--- config.mk ---
export PLATFORM = sky130hd
export DESIGN_NAME = netdma_rx_framer
export DESIGN_NICKNAME = d
export VERILOG_FILES = /design/src/rtl/netdma_rx_framer.sv
export SDC_FILE = /design/constraint.sdc
export NUM_CORES = 1
export LEC_CHECK = 0
export ABC_CLOCK_PERIOD_IN_PS = 4000
export CAP_MARGIN = 10
export CORE_MARGIN = 3
export CORE_UTILIZATION = 47
export DETAILED_ROUTE_END_ITERATION = 6
export MAX_ROUTING_LAYER = met4
export PLACE_DENSITY = 0.93
export SKIP_LAST_GASP = 1
export SLEW_MARGIN = 20
export SYNTH_ARGS = -nofsm -noshare
export SYNTH_HDL_FRONTEND = slang
export SYNTH_SLANG_ARGS = --single-unit
export TNS_END_PERCENT = 20
--- constraint.sdc ---
create_clock -name clk -period 4 [get_ports clk]
set_input_delay 0.8 -clock clk [delete_from_list [all_inputs] [get_ports clk]]
set_output_delay 0.8 -clock clk [all_outputs]
set_load 0.01 [all_outputs]
--- src/rtl/netdma_rx_framer.sv ---
// netdma_rx_framer: Avalon-ST framing sanitiser ahead of the st2mm write master; stats behind NETDMA_RX_FRAMER_STATS_EN.
// Latency: 2 cycles for an eop beat; non-eop beats wait in lookahead H until the next beat arrives.
// Backpressure: in_ready low only when H and O are both full and O is stalled by out_ready.
module netdma_rx_framer #(
    parameter int DATA_WIDTH    = 64,
    parameter int MAX_PKT_BYTES = 9600
) (
    input  logic                            clk,
    input  logic                            rst_n,
    input  logic                            in_valid,
    output logic                            in_ready,
    input  logic                            in_startofpacket,
    input  logic                            in_endofpacket,
    input  logic                            in_error,
    input  logic [DATA_WIDTH-1:0]           in_data,
    input  logic [$clog2(DATA_WIDTH/8)-1:0] in_empty,
    output logic                            out_valid,
    input  logic                            out_ready,
    output logic                            out_startofpacket,
    output logic                            out_endofpacket,
    output logic                            out_error,
    output logic [DATA_WIDTH-1:0]           out_data,
    output logic [$clog2(DATA_WIDTH/8)-1:0] out_empty,
    input  logic                            stat_clr,
    output logic [31:0]                     stat_pkt_cnt,
    output logic [31:0]                     stat_err_cnt,
    output logic [31:0]                     stat_drop_cnt
);
    localparam int          EMPTY_WIDTH = $clog2(DATA_WIDTH/8);
    localparam int          BEAT_BYTES  = DATA_WIDTH/8;
    localparam logic [16:0] MAX_BYTES   = 17'(MAX_PKT_BYTES);

    typedef struct packed {
        logic [DATA_WIDTH-1:0]  dat;
        logic [EMPTY_WIDTH-1:0] empty;
        logic                   sop;
        logic                   eop;
        logic                   err;
    } beat_t;

    typedef enum logic [1:0] {ST_IDLE, ST_PKT, ST_DISCARD} state_t;

    state_t      state_q, state_d;
    logic        h_vld_q, h_vld_d;
    beat_t       h_q, h_d;
    logic        o_vld_q, o_vld_d;
    beat_t       o_q, o_d;
    logic [16:0] cnt_q, cnt_d;
    logic        err_acc_q, err_acc_d;
    logic        rdy_en_q, rdy_en_d;

    logic        out_xfer, o_free, in_fire;
    logic        accept_new, terminate_h, drop_inc, h_to_o, overflow;
    logic [16:0] beat_bytes, cnt_sum;
    beat_t       in_beat, h_term;

    // rdy_en_q keeps in_ready low through reset and for the cycle it is released in.
    assign rdy_en_d   = 1'b1;
    assign out_xfer   = o_vld_q & out_ready;
    assign o_free     = ~o_vld_q | out_xfer;
    assign in_ready   = rdy_en_q & (~h_vld_q | o_free);
    assign in_fire    = in_valid & in_ready;
    assign beat_bytes = 17'(BEAT_BYTES) - (in_endofpacket ? 17'(in_empty) : 17'd0);
    assign cnt_sum    = cnt_q + beat_bytes;
    assign overflow   = cnt_sum > MAX_BYTES;

    // Only eop beats carry error/empty; error is the sticky OR across the whole packet.
    always_comb begin
        in_beat.dat   = in_data;
        in_beat.sop   = in_startofpacket;
        in_beat.eop   = in_endofpacket;
        in_beat.empty = in_endofpacket ? in_empty : '0;
        in_beat.err   = in_endofpacket & (in_error | (err_acc_q & ~in_startofpacket));
        h_term        = h_q;
        h_term.eop    = 1'b1;
        h_term.err    = 1'b1;
        h_term.empty  = '0;
    end

    always_comb begin
        state_d     = state_q;
        h_vld_d     = h_vld_q;
        h_d         = h_q;
        o_vld_d     = o_vld_q;
        o_d         = o_q;
        cnt_d       = cnt_q;
        err_acc_d   = err_acc_q;
        accept_new  = 1'b0;
        terminate_h = 1'b0;
        drop_inc    = 1'b0;
        if (in_fire) begin
            case (state_q)
                ST_PKT: begin
                    if (in_startofpacket) begin
                        terminate_h = 1'b1;
                        accept_new  = 1'b1;
                    end else if (overflow) begin
                        // Oversize: close the packet on the beat already held, drop the rest.
                        terminate_h = 1'b1;
                        drop_inc    = 1'b1;
                        state_d     = in_endofpacket ? ST_IDLE : ST_DISCARD;
                    end else begin
                        accept_new = 1'b1;
                    end
                end
                default: begin
                    if (in_startofpacket) begin
                        accept_new = 1'b1;
                    end else begin
                        drop_inc = (state_q == ST_IDLE);
                        if (in_endofpacket) state_d = ST_IDLE;
                    end
                end
            endcase
            if (accept_new) begin
                state_d   = in_endofpacket ? ST_IDLE : ST_PKT;
                cnt_d     = in_startofpacket ? beat_bytes : cnt_sum;
                err_acc_d = in_error | (err_acc_q & ~in_startofpacket);
            end
        end

        // While in PKT, H always holds the newest beat, so any accepted beat can displace it.
        h_to_o = h_vld_q & o_free & (in_fire | h_q.eop);
        if (h_to_o) begin
            o_vld_d = 1'b1;
            o_d     = terminate_h ? h_term : h_q;
        end else if (out_xfer) begin
            o_vld_d = 1'b0;
        end
        if (accept_new) begin
            h_vld_d = 1'b1;
            h_d     = in_beat;
        end else if (h_to_o) begin
            h_vld_d = 1'b0;
        end
    end

    always_ff @(posedge clk or negedge rst_n) begin
        if (!rst_n) begin
            state_q   <= ST_IDLE;
            h_vld_q   <= 1'b0;
            h_q       <= '0;
            o_vld_q   <= 1'b0;
            o_q       <= '0;
            cnt_q     <= '0;
            err_acc_q <= 1'b0;
            rdy_en_q  <= 1'b0;
        end else begin
            state_q   <= state_d;
            h_vld_q   <= h_vld_d;
            h_q       <= h_d;
            o_vld_q   <= o_vld_d;
            o_q       <= o_d;
            cnt_q     <= cnt_d;
            err_acc_q <= err_acc_d;
            rdy_en_q  <= rdy_en_d;
        end
    end

    assign out_valid         = o_vld_q;
    assign out_startofpacket = o_q.sop;
    assign out_endofpacket   = o_q.eop;
    assign out_error         = o_q.err;
    assign out_data          = o_q.dat;
    assign out_empty         = o_q.empty;

`ifdef NETDMA_RX_FRAMER_STATS_EN
    logic [31:0] pkt_cnt_q, pkt_cnt_d;
    logic [31:0] err_cnt_q, err_cnt_d;
    logic [31:0] drop_cnt_q, drop_cnt_d;
    logic        eop_xfer;

    assign eop_xfer = out_xfer & o_q.eop;

    always_comb begin
        pkt_cnt_d  = pkt_cnt_q + {31'd0, eop_xfer};
        err_cnt_d  = err_cnt_q + {31'd0, eop_xfer & o_q.err};
        drop_cnt_d = drop_cnt_q + {31'd0, drop_inc};
        if (stat_clr) begin
            pkt_cnt_d  = '0;
            err_cnt_d  = '0;
            drop_cnt_d = '0;
        end
    end

    always_ff @(posedge clk or negedge rst_n) begin
        if (!rst_n) begin
            pkt_cnt_q  <= '0;
            err_cnt_q  <= '0;
            drop_cnt_q <= '0;
        end else begin
            pkt_cnt_q  <= pkt_cnt_d;
            err_cnt_q  <= err_cnt_d;
            drop_cnt_q <= drop_cnt_d;
        end
    end

    assign stat_pkt_cnt  = pkt_cnt_q;
    assign stat_err_cnt  = err_cnt_q;
    assign stat_drop_cnt = drop_cnt_q;
`else
    logic unused_stats;
    assign unused_stats  = stat_clr | drop_inc;
    assign stat_pkt_cnt  = '0;
    assign stat_err_cnt  = '0;
    assign stat_drop_cnt = '0;
`endif

endmodule
Word level (Yosys, flattened, before mapping)
Index checks and enable logic that the tools add are counted.
Storage, ports and cells
  register bits: 163
  input port bits: 75
  output and inout port bits: 168
Operators by class
  add/sub/neg operators: 2
  $lt $le $gt $ge: 1
  eq/ne operators: 3
  multiplexer cells: 26
  bitwise gates (word level): 14
  reduce and logical (&&, ||, !) cells: 5
Operator list (number)
  adder 17 bit: 1
  greater-than comparator 17 x 14 -> 1 bit, second input constant: 1
  2-to-1 mux 17 bit: 1
  2-to-1 mux 1 bit: 15
  2-to-1 mux 2 bit: 7
  bitwise AND 1 bit: 7
  2-to-1 mux 3 bit: 2
  2-to-1 mux 6 bit: 1
  subtractor 4 x 3 -> 5 bit, first input constant: 1
  OR 1 bit: 4
  AND reduction 4 bit: 1
  nonzero test 2 bit: 2
  != test 3 bit, second input constant: 1
  NOT 1 bit: 3
  nonzero test 3 bit: 1
  == test 2 x 1 -> 1 bit, second input constant: 1
  != test 2 x 1 -> 1 bit, second input constant: 1
  AND reduction 2 bit: 1

Depth between registers and ports, before layout
  depth in word-level cells: 10
  depth in mapped cells: 17
  mapped depth without buffers: 13

Least setup slack after synthesis
Ideal clock, no wire load.
  kind: input -> register
  start: in in_endofpacket
  end: reg cnt_q[0]
  data arrival time: 4.118 ns
  slack: -0.245 ns
  stages on the path: 16
  path buffers: 4
  path through: clkbuf_1 -> nand2_1 -> ha_1 -> inv_1 -> fa_1 -> nand2b_1 -> a21o_1 -> or3_1 -> a211oi_1 -> o32ai_1 -> a21o_1 -> buf_4 -> o21ai_4 -> buf_6 -> buf_6 -> mux2_1
On the way
  longest elaborated chain between the ends: 9
  elaborated cells on any way between the ends: 10
Ends and longest elaborated chain
  start, declared: RTL line 13  | input logic in_endofpacket,
  2-to-1 mux 3 bit *: RTL line 63  | assign beat_bytes = 17'(BEAT_BYTES) - (in_endofpacket ? 17'(in_empty) : 17'd0);
  subtractor 4 x 3 -> 5 bit *: RTL line 63
  adder 17 bit: RTL line 64  | assign cnt_sum = cnt_q + beat_bytes;
  greater-than comparator 17 x 14 -> 1 bit: RTL line 65  | assign overflow = cnt_sum > MAX_BYTES;
  2-to-1 mux 1 bit: RTL line 97  | end else if (overflow) begin
  2-to-1 mux 1 bit: RTL line 94  | if (in_startofpacket) begin
  2-to-1 mux 1 bit: RTL line 92  | case (state_q)
  2-to-1 mux 1 bit: RTL line 91  | if (in_fire) begin
  AND reduction 2 bit (no line)
  end signal, assigned: RTL line 154  | cnt_q <= cnt_d;
  end, declared: RTL line 48  | logic [16:0] cnt_q, cnt_d;
Mark *: on every way between the ends. The rest lies on a longest branch, timed or not. The select of a mux whose other input is x is not followed.
A chain may end at the register's enable or synchronous reset.

Final worst setup path
  start: in in_endofpacket
  end: reg h_q[15] (netlist name)
On the way
  longest elaborated chain between the ends: 9
Ends and longest elaborated chain
  2-to-1 mux 3 bit: RTL line 63
  subtractor 4 x 3 -> 5 bit: RTL line 63
  adder 17 bit: RTL line 64
  greater-than comparator 17 x 14 -> 1 bit: RTL line 65
  2-to-1 mux 1 bit: RTL line 97
  2-to-1 mux 1 bit: RTL line 94
  2-to-1 mux 1 bit: RTL line 92
  2-to-1 mux 1 bit (2 in series): RTL line 91
  end signal, assigned: RTL line 142  | h_q <= '0;
  end signal, assigned: RTL line 151  | h_q <= h_d;
  end, declared: RTL line 45  | beat_t h_q, h_d;
No other way between the ends. The select of a mux whose other input is x is not followed.

==> out/qor.yml <==
yosys:
  ys_types: 57
  ys_async_sr_fraction_pct: 100
  netlist_instances: 763
  syn_area_mm2: 0.00777
  ys_seq_area_share_pct: 52.5
  ys_seq_elements: 163
  synth_warnings: 0
  synth.avg_cell_area_um2: 10.2
  synth_ff_type: "dfrtp_1"
  synth_edf_count: 0
cts:
  cts_buffer_depth: 2
  clk_latency_ns: 0.42
  cts_sinks: 163
  cts_tree: "done"
  clkSlewWorstSetupHoldPaths_ns: 0.06
  clock-root-buffer: "clkbuf_16"
  h-tree-depth: 4
  ctsHoldBuffers: 0
  cts_buffers: 17
critical_path:
  r2r_slack_ns: 0.70
  cp_num_buf_inv: 4
  endpoint_kind: "flop"
  cp_max_fo: 15
  arrival_ns: 4.23
  r2r-start: "cnt_q[0]$_DFFE_PN0P_"
  startpoint_type: "input port"
  crit_chain: "dlygate4sd2_1 > nand2_2 > ha_4 > inv_1 > fa_2 > nand2b_4 > a21o_1 > or3_1 > a211oi_2 > o32ai_2 > a21o_1 > o21ai_4 > buf_12 > buf_12 > mux2_2"
  crit_slowest_cell: "fa_2"
  r2r-end: "h_q[15]$_DFFE_PN0P_"
  path_class: "input port to flop"
  required_ns: 4.30
  critPathTopFamily: "compound AO/OA/AOI/OAI gates"
  max_stage_delay_ns: 0.38
  reg2reg_depth: 13
floorplan:
  die_y_um: 135
  num_rows: 46
  core_mm2: 0.0161
  die_w_um: 135
  start_util_pct: 48.4
  dieArea_mm2: 0.0181
  num_io_pins: 243
job:
  maxCapViolations: 0
route:
  drc: 0
  drt-initial-drc-count: 347
  wire_per_inst_um: 16.3
  vias: 5891
  via_per_inst: 5.05
  drt_pre_antenna_iters: 6
  ant_nets: 0
  routed_wirelength_um: 19100
timing:
  fin_setup_tns_ns: 0
  setup_viol: 0
  layout_min_cycle_time_ns: 3.93
  slew_violations: 0
  finalClockSkew_ns: 0.0104
  hold_viol_final: 0
  worst_pin_slew_ns: 0.756
  slew_headroom_pct: 49.6
  fmax_mhz: 254
  post-route-period-util_pct: 98.3
worst_hold_path:
  hold_class: "input port to asynchronous set/reset pin"
finish:
  fin_util_pct: 63.2
  drive_above_1_share_pct: 17.2
  layout.cells.non_filler: 1167
  final_common_cell: "nand2_1"
  area_growth_pct: 30.6
  final_cell_mix: "214 x nand2_1, 163 x dfrtp_1, 141 x clkdlybuf4s50_1, 97 x conb_1, 59 x mux2_2"
  n_fill_cell: 1230
  nets: 1019
place:
  dp.cells: 1129
  dp.final_hpwl_um: 12600
  routabilityCongestion: 0.929
  numPortBuffers: 145
power_and_ir_drop:
  power.density_mw_per_mm2: 750
  leakagePower_nw: 4.71
  vdd_ir_drop_max_mv: 0.424
status:
  status: "finished clean"
grt:
  grt_usage_pct: 21.2
  grt_pass1_wl_um: 29700
  grt_antenna_before_repair: 1
  grt_max_degree: 84
  grt_pass1_vias: 5854
  overflow: 0
## cell type report
cell class | count | area [um2] | area share (%)
antenna | 1 | 2.50 | 0.0246
inverter | 13 | 48.8 | 0.481
clock inverter | 9 | 95.1 | 0.936
clock buffer | 22 | 474 | 4.67
tap | 216 | 270 | 2.66
sequential | 163 | 4080 | 40.2
timing repair buffer | 192 | 1950 | 19.2
multi-input combinational | 551 | 3230 | 31.8
## repair_timing
action                                 4_1_cts  5_1_grt
setup endpoints to repair                   81       91
pin swaps                                    3        6
gates cloned                                 1        1
buffers inserted                             3        1
endpoints found under the hold margin        0        0
gates resized for setup                     13       17
## sequential cells by signal, indices dropped and copies added, names as in the netlist
name / flops
h_q: 70
out_data: 64
cnt_q: 17
out_empty: 3
state_q: 2
err_acc_q: 1
h_vld_q: 1
out_endofpacket: 1
out_error: 1
out_startofpacket: 1
out_valid: 1
rdy_en_q: 1
## synthesized netlist by cell type (all sizes together), types with 3 or more instances
library cell / n / area share [%]
a211oi: 3 / 0.35
dfrtp: 163 / 52
or3: 8 / 0.64
o2111ai: 3 / 0.34
clkbuf: 19 / 0.92
nor4: 4 / 0.32
a21oi: 7 / 0.45
xor2: 3 / 0.34
mux2: 69 / 10
nor2: 20 / 0.97
or4: 3 / 0.29
mux2i: 6 / 0.77
nor3: 4 / 0.26
a21o: 4 / 0.39
a221o: 3 / 0.39
xnor2: 4 / 0.45
o21ai: 19 / 1.4
o31ai: 3 / 0.29
nand2b: 4 / 0.32
buf: 112 / 11
nand3: 13 / 0.84
nand4: 4 / 0.32
and2: 3 / 0.24
ha: 5 / 0.80
inv: 13 / 0.63
nor2b: 13 / 1.0
or2: 3 / 0.24
nand2: 216 / 10
a2111oi: 3 / 0.34
a31oi: 4 / 0.32
## worst reg2reg max path, cell delays in order, from the launching register on
cell      delay, ns
dfrtp_1        0.34
ha_1           0.17
inv_1          0.07
fa_2           0.36
nand2b_4       0.17
a21o_1         0.21
or3_1          0.36
a211oi_2       0.24
o32ai_2        0.13
a21o_1         0.23
o21ai_4        0.24
buf_12         0.17
buf_12         0.15
mux2_2         0.35
## through the flow
step | area [um2] | setup WS (ns) | hold WS [ns] | total power, mW
2_1_floorplan | 8150 | 0.0268 | 0.432 | 4.46
3_3_place_gp | 9350 | -0.525 | 0.440 | 5.70
3_5_place_dp | 9350 | -0.593 | 0.450 | 5.86
4_1_cts | 10000 | -0.00155 | 0.459 | 7.56
5_1_grt | 10200 | -0.0307 | 0.480 | 8.09
6_report | 10200 | 0.0663 | 0.433 | 7.61
## worst max path at each step
stage / slack, ns / end / start / cells after the start
floorplan: 0.03 / cnt_q[0]$_DFFE_PN0P_ / in_endofpacket / 16
global placement: -0.52 / h_q[33]$_DFFE_PN0P_ / in_endofpacket / 14
finish: 0.07 / h_q[15]$_DFFE_PN0P_ / in_endofpacket / 15
global route: -0.03 / h_q[7]$_DFFE_PN0P_ / in_endofpacket / 15
detailed placement: -0.59 / cnt_q[2]$_DFFE_PN0P_ / in_endofpacket / 15
CTS: -0.002 / h_q[60]$_DFFE_PN0P_ / in_empty[1] / 18
## power by group
part	leakage [nW]	internal, mW	switching, mW
combinational	2.46	1.60	1.58
sequential	1.97	2.42	0.440
clock	0.278	0.912	0.673
total	4.71	4.92	2.69
## logic make-up after synthesis
logic type | after synthesis | synth area share [%]
flip-flops | 163 | 52.5
adder cells (fa/ha/maj) | 6 | 1.06
buffers and inverters | 144 | 12.2
AND/OR/NAND/NOR | 303 | 16.8
multiplexers | 75 | 10.8
other | 2 | 0.0966
XOR/XNOR | 7 | 0.789
AO/OA/AOI/OAI | 63 | 5.81
## metal layers
| metal | up-vias | part of all wire, % | GRT usage, % |
|---|---|---|---|
| met2 | 287 | 51 | 35.1 |
| met5 | - | 0 | - |
| met3 | 40 | 8.5 | 6.07 |
| met4 | 0 | 2.4 | 7.18 |
| met1 | 2884 | 38 | 25.2 |
| li1 | 2680 | - | - |
Note: power is estimated with default switching activity, not from simulation.
